<file path="src/rtl/burst_master_param.sv">
// Parameterised burst master: sends L incrementing words from a latched base over a
// 4-phase req/ack handshake, with a per-phase timeout and done/err completion pulses.

function automatic int burst_master_param_clog2(input int value);
    int r;
    r = 0;
    while ((1 << r) < value) r = r + 1;
    return r;
endfunction

module burst_master_param #(
    parameter int  DATA_W    = 8,
    parameter int  MAX_BURST = 16,
    parameter int  TIMEOUT   = 255,
    localparam int CNT_W     = burst_master_param_clog2(MAX_BURST + 1)
) (
    input  logic              clk,
    input  logic              rst,
    input  logic              start,
    input  logic [CNT_W-1:0]  len,
    input  logic [DATA_W-1:0] base,
    input  logic              ack,
    output logic              req,
    output logic [DATA_W-1:0] data,
    output logic              busy,
    output logic              done,
    output logic              err,
    output logic [CNT_W-1:0]  xfer_cnt
);

    // The phase timer only has to reach TIMEOUT-1 before the phase is abandoned.
    localparam int               TMR_W    = (TIMEOUT < 2) ? 1 : burst_master_param_clog2(TIMEOUT);
    localparam logic [TMR_W-1:0] TMR_LAST = TMR_W'((TIMEOUT > 0) ? TIMEOUT - 1 : 0);
    localparam logic [CNT_W-1:0] MAX_LEN  = CNT_W'(MAX_BURST);

    typedef enum logic [2:0] {
        ST_IDLE    = 3'd0,
        ST_REQ     = 3'd1,
        ST_WAITLOW = 3'd2,
        ST_CLEANUP = 3'd3,
        ST_ERROR   = 3'd4
    } state_t;

    state_t            state_q, state_d;
    logic              req_q, req_d;
    logic [DATA_W-1:0] data_q, data_d;
    logic              busy_q, busy_d;
    logic              done_q, done_d;
    logic              err_q, err_d;
    logic [CNT_W-1:0]  cnt_q, cnt_d;
    logic [TMR_W-1:0]  timer_q, timer_d;
    logic [CNT_W-1:0]  len_q, len_d;
    logic [DATA_W-1:0] base_q, base_d;
    logic              phase_expired;

    assign phase_expired = (TIMEOUT != 0) && (timer_q == TMR_LAST);

    always_ff @(posedge clk) begin
        if (rst) begin
            state_q <= ST_IDLE;
            req_q   <= 1'b0;
            data_q  <= '0;
            busy_q  <= 1'b0;
            done_q  <= 1'b0;
            err_q   <= 1'b0;
            cnt_q   <= '0;
            timer_q <= '0;
            len_q   <= '0;
            base_q  <= '0;
        end else begin
            state_q <= state_d;
            req_q   <= req_d;
            data_q  <= data_d;
            busy_q  <= busy_d;
            done_q  <= done_d;
            err_q   <= err_d;
            cnt_q   <= cnt_d;
            timer_q <= timer_d;
            len_q   <= len_d;
            base_q  <= base_d;
        end
    end

    always_comb begin
        state_d = state_q;
        req_d   = req_q;
        data_d  = data_q;
        busy_d  = busy_q;
        done_d  = 1'b0;
        err_d   = 1'b0;
        cnt_d   = cnt_q;
        timer_d = timer_q + TMR_W'(1);
        len_d   = len_q;
        base_d  = base_q;

        case (state_q)
            ST_IDLE: begin
                timer_d = timer_q;
                if (start && (len != '0)) begin
                    state_d = ST_REQ;
                    req_d   = 1'b1;
                    data_d  = base;
                    busy_d  = 1'b1;
                    cnt_d   = '0;
                    timer_d = '0;
                    len_d   = (len > MAX_LEN) ? MAX_LEN : len;
                    base_d  = base;
                end
            end
            ST_REQ: begin
                if (ack) begin
                    state_d = ST_WAITLOW;
                    req_d   = 1'b0;
                    cnt_d   = cnt_q + CNT_W'(1);
                    timer_d = '0;
                end else if (phase_expired) begin
                    state_d = ST_ERROR;
                    req_d   = 1'b0;
                    err_d   = 1'b1;
                    timer_d = '0;
                end
            end
            ST_WAITLOW: begin
                // cnt_q already counts the word just acknowledged, so it is also the next offset.
                if (!ack) begin
                    timer_d = '0;
                    if (cnt_q == len_q) begin
                        state_d = ST_CLEANUP;
                        done_d  = 1'b1;
                    end else begin
                        state_d = ST_REQ;
                        req_d   = 1'b1;
                        data_d  = base_q + DATA_W'(cnt_q);
                    end
                end else if (phase_expired) begin
                    state_d = ST_ERROR;
                    err_d   = 1'b1;
                    timer_d = '0;
                end
            end
            ST_CLEANUP, ST_ERROR: begin
                state_d = ST_IDLE;
                busy_d  = 1'b0;
                timer_d = timer_q;
            end
            default: begin
                state_d = ST_IDLE;
                req_d   = 1'b0;
                data_d  = '0;
                busy_d  = 1'b0;
                cnt_d   = '0;
                timer_d = '0;
                len_d   = '0;
                base_d  = '0;
            end
        endcase
    end

    assign req      = req_q;
    assign data     = data_q;
    assign busy     = busy_q;
    assign done     = done_q;
    assign err      = err_q;
    assign xfer_cnt = cnt_q;

endmodule

</file>
<file path="config.mk">
export PLATFORM = sky130hd
export DESIGN_NAME = burst_master_param
export DESIGN_NICKNAME = d
export VERILOG_FILES = /design/src/rtl/burst_master_param.sv
export SDC_FILE = /design/constraint.sdc
export NUM_CORES = 1
export LEC_CHECK = 0
export ABC_AREA = 1
export ABC_CLOCK_PERIOD_IN_PS = 1500
export CORE_AREA = 8 8 90 84
export DETAILED_ROUTE_END_ITERATION = 10
export DIE_AREA = 0 0 98 92
export PLACE_DENSITY_LB_ADDON = 0.05
export SETUP_SLACK_MARGIN = 0.1
export SYNTH_ARGS = -nofsm -noshare
export SYNTH_HDL_FRONTEND = slang
export SYNTH_SLANG_ARGS = --single-unit
</file>
<file path="constraint.sdc">
create_clock -name clk -period 1.5 [get_ports clk]
set_input_delay 0.15 -clock clk [delete_from_list [all_inputs] [get_ports clk]]
set_output_delay 0.15 -clock clk [all_outputs]
set_load 0.005 [all_outputs]
</file>
After elaboration in Yosys (flattened, before gate mapping)
Cells that the tools add are included.
{ "totals": {"regBits": 41, "output_inout_bits": 17, "elab_cells": 80} }
{ "classes": {"addsub": 3, "n_lt_le_gt_ge": 1, "n_eq_ne": 11, "n_mux": 34, "bitwise": 6, "n_reduce_logical": 15} }
{ "op_table": {"columns": ["op", "n"], "rows": [
  ["$mux W8", 7],
  ["$pmux W8 S4", 1],
  ["$pmux W8 S3", 1],
  ["$mux W5", 4],
  ["$pmux W8 S2", 1],
  ["$pmux W5 S3", 1],
  ["$mux W3", 4],
  ["$pmux W5 S2", 1],
  ["$mux W1", 9],
  ["$pmux W3 S3", 1],
  ["$reduce_or A3 Y1", 3],
  ["$add A8 B1 Y8 const B", 1],
  ["$add A8 B5 Y8", 1],
  ["$eq A8 B8 Y1 const B", 1],
  ["$ne A2 B2 Y1 const B", 4],
  ["$eq A3 B2 Y1 const B", 2],
  ["$not A1 Y1", 6],
  ["$reduce_and A2 Y1", 3],
  ["$add A5 B1 Y5 const B", 1],
  ["$eq A5 B5 Y1", 1],
  ["$gt A5 B5 Y1 const B", 1],
  ["$reduce_and A5 Y1", 1],
  ["$reduce_bool A5 Y1", 1],
  ["$pmux W1 S2", 2],
  ["11 further kinds", 12]
]} }

Logic depth before layout (Yosys ltp)
{ "depth": {"depth_word": 4, "ltp_mapped": 12} }

Worst setup path after synthesis
OpenSTA, ideal clock, no wires.
{ "synth_path": {"kind": "reg-to-reg", "start": "reg cnt_q[0] (netlist: xfer_cnt[0])", "end": "reg data_q[4] (netlist: data[4])", "setup_ns": 0.071, "arrival_time_ns": 1.589, "t_required_ns": 1.429, "slack_ns": -0.159, "path_stages_with_launch": 11, "period_less_slack_ns": 1.659, "cell_sequence": "dfxtp_1 ha_1 inv_1 fa_1 inv_1 nand2_1 nand2_1 nor2_1 o21ai_0 nand2_1 a21oi_1"} }
{ "synth_via": {"elab_chain_len": 4} }
{ "synth_lines": {"columns": ["item", "line_no", "rtl"], "rows": [
  ["start: declaration", "50", "logic [CNT_W-1:0] cnt_q, cnt_d;"],
  ["start signal: assignment", "77", "cnt_q <= cnt_d;"],
  ["$add A8 B5 Y8", "133", "data_d = base_q + DATA_W'(cnt_q);"],
  ["$mux W8", "127", "if (cnt_q == len_q) begin"],
  ["$mux W8", "125", "if (!ack) begin"],
  ["$pmux W8 S3", "96", "case (state_q)"],
  ["end signal: assignment", "73", "data_q <= data_d;"],
  ["end: declaration", "46", "logic [DATA_W-1:0] data_q, data_d;"]
]} }
Several ways; a longest one is shown, not always the timed one. The select of a mux whose other input is x is not followed.
A chain may end at the register's enable or synchronous reset.

Worst setup path after layout
Same ends and word-level chain as after synthesis.

==> metrics.md <==
| Metric | Value |
|---|---|
| Min cycle time layout | around 1.5 ns |
| Crit-path max FO | 2 |
| Clock latency on the worst-skew pair | about 0.30 ns |
| Pint | about 2.2 mW |
| VDD IR-drop max | 0.554 mV |
| Setup crit end kind | flop |
| Net Sw Frac | about a third |
| Comb pwr share | 37.4% |
| Core area | between 0.005 and 0.006 mm^2 |
| Horiz. Die Dim | about 98 um |
| Io pins | 34 |
| Number of synthesis warnings | 0 |
| Max Cap Violations | 0 |
| Clk pin slew, worst setup/hold paths | approximately 0.09 ns |
| DP HPWL | between 4000 and 5000 um |
| Hold Slack | between 0.4 and 0.5 ns |
| Vias in the first global route | between 2000 and 2500 |
| Final Max Tran Viols | 0 |
| Lkg Pwr | 1.63 nW |
| Sum of buffers and inverters on the critical path | 2 |
| Post-route DRC | 0 |
| Clk root buf | clkbuf_8 |
| Die Span Y | roughly 90 um |
| Clock Sinks | 41 |
| Total power | about 3.3 mW |
| Layout cells sized above 1 | between 30% and 40% |
| First-pass detailed-route iteration total | 4 |
| Syn Nets | around 380 |
| Grt ovf | 0 |
| Max transition margin | around four fifths |
| Clock Power Share | between 20% and 30% |
| CTS buffer count | 5 |
| DRT antenna net count | 0 |
| # hold bufs at CTS | 0 |
| Dpl ws | -0.229 ns |
| Setup CP Type | flop to flop |
| CP peak stage delay | roughly 0.37 ns |
| Vias per cell | between 4 and 5 |
| Crit path cell chain | ha_4, inv_2, fa_2, inv_2, nand2_2, nand2_2, nand2_1, nand2_1, o21ai_2, nand2_1, a21oi_2 |
| Cell Pwr Density | roughly 950 mW/mm^2 |
| Most frequent CP cell | nand2_1 |
| Largest net degree at the start of global routing | 18 |
| Worst Skew | approximately 0.0059 ns |
| Tcrit/Tclk final | 100% |
| Synthesis-to-finish area growth | 52.0% |
| CP required | ~1.7 ns |
| Die area | about 0.0090 mm^2 |
| Register area share after synthesis | between 30% and 40% |
| Final Hold Fails | 0 |
| Post-Synthesis Cell Area | ~0.0023 mm^2 |
| Vias post-DR | ~2500 |
| RSZ-0062 raised after global routing | true |
| Switching power | around 1.2 mW |
| Starting DRC count in detailed routing | 133 |
| Hold Path Class | primary input to flop |
| Syn Area/Cell | roughly 6.5 um^2 |
| IO buf count | 33 |
| Slowest-stage cell, CP | dfxtp_4 |
| Starting Density | a little under 40% |
| Clk buf depth | 2 |
| Status | finished, violations left |
| Worst slew pin tran | approximately 0.32 ns |
| Failing checks | setup timing |
| Max Clock Freq | about 660 MHz |
| # nets final | 467 |
| Drt wl/cell | roughly 13 um |
| Gpl congestion | approximately 0.87 |
| Crit start category | flop |
| First-pass GRT wire length | ~11000 um |
| Cell count after synthesis | between 300 and 400 |
| CTS tree | yes |
| Final WL | ~6800 um |
| Initial antenna violation count | 0 |
| Setup violators final | 1 |
| Gr usage total | approximately 15% |
| WP data arrival | ~1.7 ns |
| Register bit count reported by yosys | 41 |
| Final setup margin | -0.00543 ns |
| Cell Rows | 27 |
| CTS H-tree depth | 2 |
| Flop pwr share | between 30 and 40% |
| # diodes | 0 |
| Distinct cells, synth | 32 |
| Crit-path leading delay family | adder cells |
==> synthesized netlist by cell type, drive strengths merged <==
master | number | share of area [%]
xnor2 | 1 | 0.38
xor2 | 5 | 1.9
buf | 3 | 0.92
ha | 8 | 4.3
nor3 | 1 | 0.22
o211ai | 1 | 0.32
nand3b | 1 | 0.32
dfxtp | 41 | 35
or2 | 1 | 0.27
nand4 | 4 | 1.1
nand3 | 17 | 3.7
fa | 1 | 0.86
o21ai | 25 | 5.5
nor2 | 59 | 11
o21bai | 4 | 1.3
o22ai | 1 | 0.27
nand2 | 108 | 19
a22o | 1 | 0.38
a21oi | 25 | 5.4
and2 | 1 | 0.27
a31oi | 1 | 0.27
clkbuf | 3 | 0.48
inv | 45 | 7.4
==> per-stage QoR <==
| stage | area, um^2 | utilization, % | TNS, ns | instances |
|---|---|---|---|---|
| floorplan | 2370 | - | 0 | 357 |
| global placement | 3040 | 50.8 | -5.39 | 490 |
| detailed placement | 3040 | 50.8 | -6.14 | 490 |
| CTS | 3290 | 55.1 | -0.0898 | 506 |
| global route | 3530 | 59.0 | -1.02 | 514 |
| finish | 3530 | 59.0 | -0.00543 | 514 |
==> sequential cells by signal (all words and copies together), names as in the netlist <==
register and flops:
xfer_cnt 5, busy 1, timer_q 8, done 1, req 1, err 1, base_q 8, len_q 5
state_q 3, data 8
==> power groups by stage <==
stage | clock [mW] | combinational [mW] | sequential [mW]
after global routing | 0.875 | 1.38 | 1.31
after detailed placement | 0 | 0.951 | 1.31
after CTS | 0.814 | 1.06 | 1.29
after floorplan | 0 | 0.559 | 1.30
after global placement | 0 | 0.946 | 1.30
final | 0.801 | 1.25 | 1.29
==> repair_timing <==
action,CTS,global route
endpoints found under the setup margin,35,38
gates cloned,1,1
pin swaps,14,21
resized for setup,37,54
setup buffers,7,7
==> cell usage in the layout, fill, tap and decap left out, types with 2 or more instances in the layout <==
| cell | instances |
|---|---|
| nor2_2 | 6 |
| buf_4 | 42 |
| a21oi_1 | 22 |
| inv_4 | 2 |
| buf_6 | 4 |
| xor2_1 | 5 |
| o21bai_1 | 4 |
| nand4_1 | 4 |
| a21oi_2 | 3 |
| o21ai_2 | 3 |
| nand3_1 | 10 |
| ha_1 | 2 |
| dfxtp_4 | 4 |
| nor2_1 | 47 |
| buf_12 | 2 |
| clkbuf_8 | 6 |
| dfxtp_2 | 8 |
| nand2_1 | 89 |
| inv_1 | 33 |
| dfxtp_1 | 29 |
| nand3_2 | 6 |
| clkdlybuf4s50_1 | 28 |
| nor2_4 | 6 |
| ha_4 | 5 |
| nand2_4 | 7 |
| dlygate4sd2_1 | 4 |
| o21ai_1 | 10 |
| o21ai_0 | 11 |
| inv_2 | 9 |
| nand2_2 | 12 |
==> area by class of cell <==
class / count / area (um^2)
Sequential cell: 41 / 846
Inverter: 45 / 181
Multi-Input combinational cell: 266 / 1560
Fill cell: 571 / 2450
Clock inverter: 2 / 13.8
Tap cell: 72 / 90.1
Clock buffer: 6 / 82.6
Timing Repair Buffer: 82 / 756
==> worst min-delay path, stage by stage <==
cell             delay (ns)
clkdlybuf4s50_1        0.41
nand2_1                0.08
a21oi_1                0.06
==> path summary, 6_finish.rpt <==
check,start,to,slack [ns],depth (start not counted)
worst max register to register,xfer_cnt[0],data[4],-0.005,11
worst min-delay path,base[1],base_q[1],0.43,3
worst max-delay path,xfer_cnt[0],data[4],-0.005,11
worst min register to register,req,req,0.48,2
==> per-layer routing <==
metal | routed length, um | share of wire [%] | track usage, % | vias up
met2 | 3180 | 47 | 25.6 | 41
met3 | 265 | 3.9 | 3.02 | 9
li1 | - | - | - | 1299
met5 | 0 | 0 | 0 | -
met1 | 3270 | 48 | 19.3 | 1103
met4 | 69 | 1.0 | 3.50 | 0
==> cell families (layout without fill, tap and decap cells) <==
kind of cell / Yosys count / in the layout / share of synthesized area (%)
AOI/OAI and AO/OA: 58 / 58 / 13.5
and+or+nand+nor: 192 / 193 / 35.0
buffers and inverters: 51 / 135 / 8.78
adders and majority gates: 9 / 9 / 5.17
DFF: 41 / 41 / 35.3
xor gates and xnor gates: 6 / 6 / 2.26
Note: power is estimated with default switching activity, not from simulation.
